$ cat config.mk
export PLATFORM = sky130hd
export DESIGN_NAME = phoenix_ni_tx
export DESIGN_NICKNAME = d
export VERILOG_FILES = /design/src/rtl/phoenix_ni_tx.sv
export SDC_FILE = /design/constraint.sdc
export NUM_CORES = 1
export LEC_CHECK = 0
export BUFFER_PORTS_ARGS = -buffer_cell sky130_fd_sc_hd__buf_2
export CAP_MARGIN = 20
export CORE_AREA = 2 2 70 72
export DETAILED_ROUTE_END_ITERATION = 10
export DIE_AREA = 0 0 72 74
export PLACE_DENSITY = 0.86
export SYNTH_ARGS = -nofsm -noshare
export SYNTH_HDL_FRONTEND = slang
export SYNTH_SLANG_ARGS = --single-unit
export TNS_END_PERCENT = 30
$ cat constraint.sdc
create_clock -name clock -period 2.9 [get_ports clock]
set_input_delay 0.58 -clock clock [delete_from_list [all_inputs] [get_ports clock]]
set_output_delay 0.58 -clock clock [all_outputs]
set_load 0.02 [all_outputs]
$ cat src/rtl/phoenix_ni_tx.sv
// Network-interface transmitter: serialises a packet descriptor plus local
// payload into header, size and payload flits under router credit flow control.
module phoenix_ni_tx #(
  parameter int unsigned TAM_FLIT = 8,
  parameter int unsigned CNT_W    = 16
) (
  input  logic                clock,
  input  logic                reset,
  input  logic                pkt_valid,
  input  logic [TAM_FLIT-1:0] pkt_target,
  input  logic [TAM_FLIT-1:0] pkt_size,
  output logic                pkt_ready,
  input  logic                pl_valid,
  input  logic [TAM_FLIT-1:0] pl_data,
  output logic                pl_ready,
  output logic                tx,
  output logic [TAM_FLIT-1:0] data_out,
  input  logic                credit_i,
  output logic                busy,
  output logic                err_size,
  output logic [CNT_W-1:0]    pkt_count
);

  typedef enum logic [1:0] {
    IDLE    = 2'd0,
    HEADER  = 2'd1,
    SIZE    = 2'd2,
    PAYLOAD = 2'd3
  } state_t;

  state_t                state_q;
  logic [TAM_FLIT-1:0]   target_q;
  logic [TAM_FLIT-1:0]   size_q;
  logic [TAM_FLIT-1:0]   rem_q;
  logic                  err_size_q;
  logic [CNT_W-1:0]      pkt_count_q;

  // Link-side flit selection; a reset cycle never launches a flit.
  always_comb begin
    tx       = 1'b0;
    pl_ready = 1'b0;
    data_out = '0;
    case (state_q)
      HEADER: begin
        tx       = credit_i & reset;
        data_out = target_q;
      end
      SIZE: begin
        tx       = credit_i & reset;
        data_out = size_q;
      end
      PAYLOAD: begin
        tx       = credit_i & pl_valid & reset;
        pl_ready = credit_i & reset;
        data_out = pl_data;
      end
      default: begin
        tx       = 1'b0;
        pl_ready = 1'b0;
        data_out = '0;
      end
    endcase
  end

  assign pkt_ready = (state_q == IDLE);
  assign busy      = (state_q != IDLE);
  assign err_size  = err_size_q;
  assign pkt_count = pkt_count_q;

  // Packet sequencer: advances only on an actual flit transfer.
  always_ff @(posedge clock) begin
    if (!reset) begin
      state_q     <= IDLE;
      target_q    <= '0;
      size_q      <= '0;
      rem_q       <= '0;
      err_size_q  <= 1'b0;
      pkt_count_q <= '0;
    end else begin
      err_size_q <= 1'b0;
      case (state_q)
        IDLE: begin
          if (pkt_valid) begin
            if (pkt_size != '0) begin
              target_q <= pkt_target;
              size_q   <= pkt_size;
              rem_q    <= pkt_size;
              state_q  <= HEADER;
            end else begin
              err_size_q <= 1'b1;
            end
          end
        end
        HEADER: begin
          if (credit_i) state_q <= SIZE;
        end
        SIZE: begin
          if (credit_i) state_q <= PAYLOAD;
        end
        PAYLOAD: begin
          if (credit_i && pl_valid) begin
            rem_q <= rem_q - TAM_FLIT'(1);
            if (rem_q == TAM_FLIT'(1)) begin
              state_q     <= IDLE;
              pkt_count_q <= pkt_count_q + CNT_W'(1);
            end
          end
        end
        default: state_q <= IDLE;
      endcase
    end
  end

endmodule
==> flow_summary.ini <==
[status]
status = completed

[detailed_routing]
drtPass1Iterations = 5
vias_per_cell = 6.20
drt-total-wl_um = 5930
drc_errors = 0
detail-route-antenna-nets = 0
wl_per_cell_um = 15.4
via_count = 2382
dr.first_iter.drc_count = 285

[clock_tree]
clkSinkCount = 43
cts_resized = 0
ctsHoldBuffers = 0
clkLatencyLatePin_ns = 0.31
post_cts_buffers = 0
cts_buffers = 5
path_clk_slew_ns = 0.09
cts_tree = yes
clock-root-buffer = clkbuf_8
ctsHtreeMaxLevel = 2
cts_max_path_buffers = 2

[placed_design]
placement.io_buffers = 57
hpwl_um = 4190
dpl_cell_area_um2 = 2660
place_ws_ns = 0.539
gp_congestion = 0.946
dp.cells = 376

[floorplanning]
die_area_um2 = 5330
core_um2 = 4600
io_pins = 58
die_h_um = 74
initial_core_util_pct = 50.9
fp.dieW_um = 72
rows = 25

[yosys]
syn-cell-area_um2 = 2340
synth.avg_cell_area_um2 = 8.46
synth_ff_type = dfxtp_1
async_flop_share_pct = 0
yosys_warnings = 0
synth_nets = 314
ys_types = 44
synthXorXnorAreaFrac_pct = 0.374
synth_top_family_by_area = simple AND/OR/NAND/NOR gates
synth_fa_ha_area_share_pct = 4.27
synth-simple-area-share_pct = 24.6
netlist.top_cell.by_area = dfxtp_1
synth_compound_area_share_pct = 19.3
synth_seq_cells = 43
synth_edf_count = 0
synthCells = 277
synth_mux_area_share_pct = 10.3
synth.yosys.seq_area_share_pct = 36.8
synthTopCellsByArea = dfxtp_1 37%, mux2i_1 10%, nor2_1 4.8%
yosysTopAreaCellShare_pct = 36.8

[sta]
tns_ns = 0
maxSlewViolCount = 0
max-slew-margin-rel_pct = 34.7
hold_ws_ns = 0.482
max_freq_ghz = 0.401
rsz0062_at_grt = no
fin_ws_ns = 0.409
fin_crit_sh_pct = 85.9
fin_crit_ns = 2.49
hold_violations = 0
finClkSkew_ns = 0.00680
worst_pin_slew_ns = 0.978
setup_viol = 0

[final_layout]
final_cells = 384
stdcell_area_um2 = 2740
nNetsFinal = 366
post-route-util_pct = 59.7
drive_above_1_share_pct = 22.1
antenna_cells = 0
synthToLayoutAreaGrowth_pct = 17.1

[global_routing]
antenna_found_initial = 0
grt-ovfl-total = 0
grt_util_all_layers_pct = 22.9
grt_max_degree = 33
grt_pass1_wl_um = 9620
grt_pass1_vias = 2113

[setup_path]
slowest_delay_ns = 0.39
cp.buffers_inverters = 3
path_class = flip-flop to output pin
slowest_stage = dfxtp_1
endpoint_kind = output pin
worstPathCellList = ha_1 -> buf_4 -> clkinv_1 -> nor2_1 -> buf_2
cp_data_required_time_ns = 2.32
crit_family = buffers and inverters
worstSetupStartpointType = flip-flop
arrival_ns = 1.91
crit_path_max_fanout = 18

[pwr]
switchingPower_mw = 0.836
p_per_area_nw_per_um2 = 734
swShare_pct = 41.5
pwr-share-clk_pct = 19.4
power_frac_comb_pct = 42.2
p_int_mw = 1.18
p_total_mw = 2.01
p_leak_nw = 1.14
power_frac_seq_pct = 38.4
ir_drop_mv = 0.470

[hold_path]
hold_path_class = flip-flop to flip-flop

[flow_run]
cap_violations = 0
metal layers:
layer,track usage [%],wire length [µm],part of all wire (%)
met1,30.7,2580,44
met2,35.7,2740,46
met5,0,0,0
met4,9.64,97,1.6
met3,5.42,508,8.6
placed cells by master, fill, tap and decap left out, types with 2 or more instances in the layout:
cell type,n
a21oi_1,15
a222oi_1,8
a31oi_1,5
and3_1,3
buf_2,57
buf_4,4
clkbuf_8,5
clkinv_1,2
dfxtp_1,43
ha_1,8
inv_1,7
mux2i_1,24
nand2_1,22
nand2b_1,9
nand3_1,9
nand4_1,7
nor2_1,30
nor2b_1,3
nor3_1,4
nor4_1,6
nor4b_1,2
o211ai_1,4
o21ai_0,11
o22ai_1,2
o311ai_0,4
o31ai_1,3
o32ai_1,3
o41ai_1,2
or3_1,5
or4_1,5
or4_4,2
path summary, 6_finish.rpt:
kind,slack [ns],from,cells past startpoint,to
hold / removal,0.48,pkt_count[15]$_SDFFE_PN0P_,2,pkt_count[15]$_SDFFE_PN0P_
setup / recovery,0.41,state_q[0]$_SDFFE_PN0P_,5,pl_ready
hold reg to reg,0.48,pkt_count[15]$_SDFFE_PN0P_,2,pkt_count[15]$_SDFFE_PN0P_
setup reg to reg,0.48,state_q[0]$_SDFFE_PN0P_,6,rem_q[5]$_SDFFE_PN0P_
synthesized netlist by cell type (2+ instances only):
master    number
a21oi_1       16
a222oi_1       8
a31oi_1        5
and3_1         3
buf_2          2
clkbuf_1      12
clkinv_1       2
dfxtp_1       43
ha_1           8
inv_1          7
mux2i_1       24
nand2_1       22
nand2b_1       9
nand3_1        9
nand4_1        7
nor2_1        30
nor2b_1        3
nor3_1         4
nor4_1         6
nor4b_1        2
o211ai_1       4
o21ai_0       11
o22ai_1        2
o311ai_0       4
o31ai_1        3
o32ai_1        3
o41ai_1        2
or3_1          5
or4_1          5
or4_4          2
state kept, by name (all words and copies together) (netlist names):
name / cells
state_q: 2
target_q: 8
rem_q: 8
size_q: 8
pkt_count: 16
err_size: 1
area by class of cell:
| type | count | area [µm²] |
|---|---|---|
| inverter | 9 | 33.8 |
| clock buffer | 6 | 72.6 |
| tap | 54 | 67.6 |
| clock inverter | 2 | 12.5 |
| timing repair buffer | 61 | 315 |
| sequential | 43 | 861 |
| fill | 408 | 1850 |
| multi-input combinational | 209 | 1380 |
power groups by stage:
| stage | combinational (mW) | clock [mW] | sequential, mW |
|---|---|---|---|
| after global placement | 0.819 | 0 | 0.778 |
| after floorplan | 0.652 | 0 | 0.754 |
| after global routing | 0.926 | 0.417 | 0.786 |
| after detailed placement | 0.833 | 0 | 0.783 |
| final | 0.850 | 0.390 | 0.774 |
| after CTS | 0.838 | 0.392 | 0.772 |
worst register-to-register path: cells and delay by family, from the launching register on:
| kind | cells | cell delay, ns |
|---|---|---|
| adder cells (fa/ha/maj) | 1 | 0.34 |
| AO/OA/AOI/OAI | 3 | 1.05 |
| flip-flops | 1 | 0.39 |
| buffers and inverters | 2 | 0.55 |
cells by family after synthesis:
logic type,Yosys count
and+or+nand+nor,111
AOI/OAI and AO/OA,65
DFF,43
buffers and inverters,25
muxes,24
adders and majority gates,8
xor gates and xnor gates,1
(Power assumes the default switching activity.)
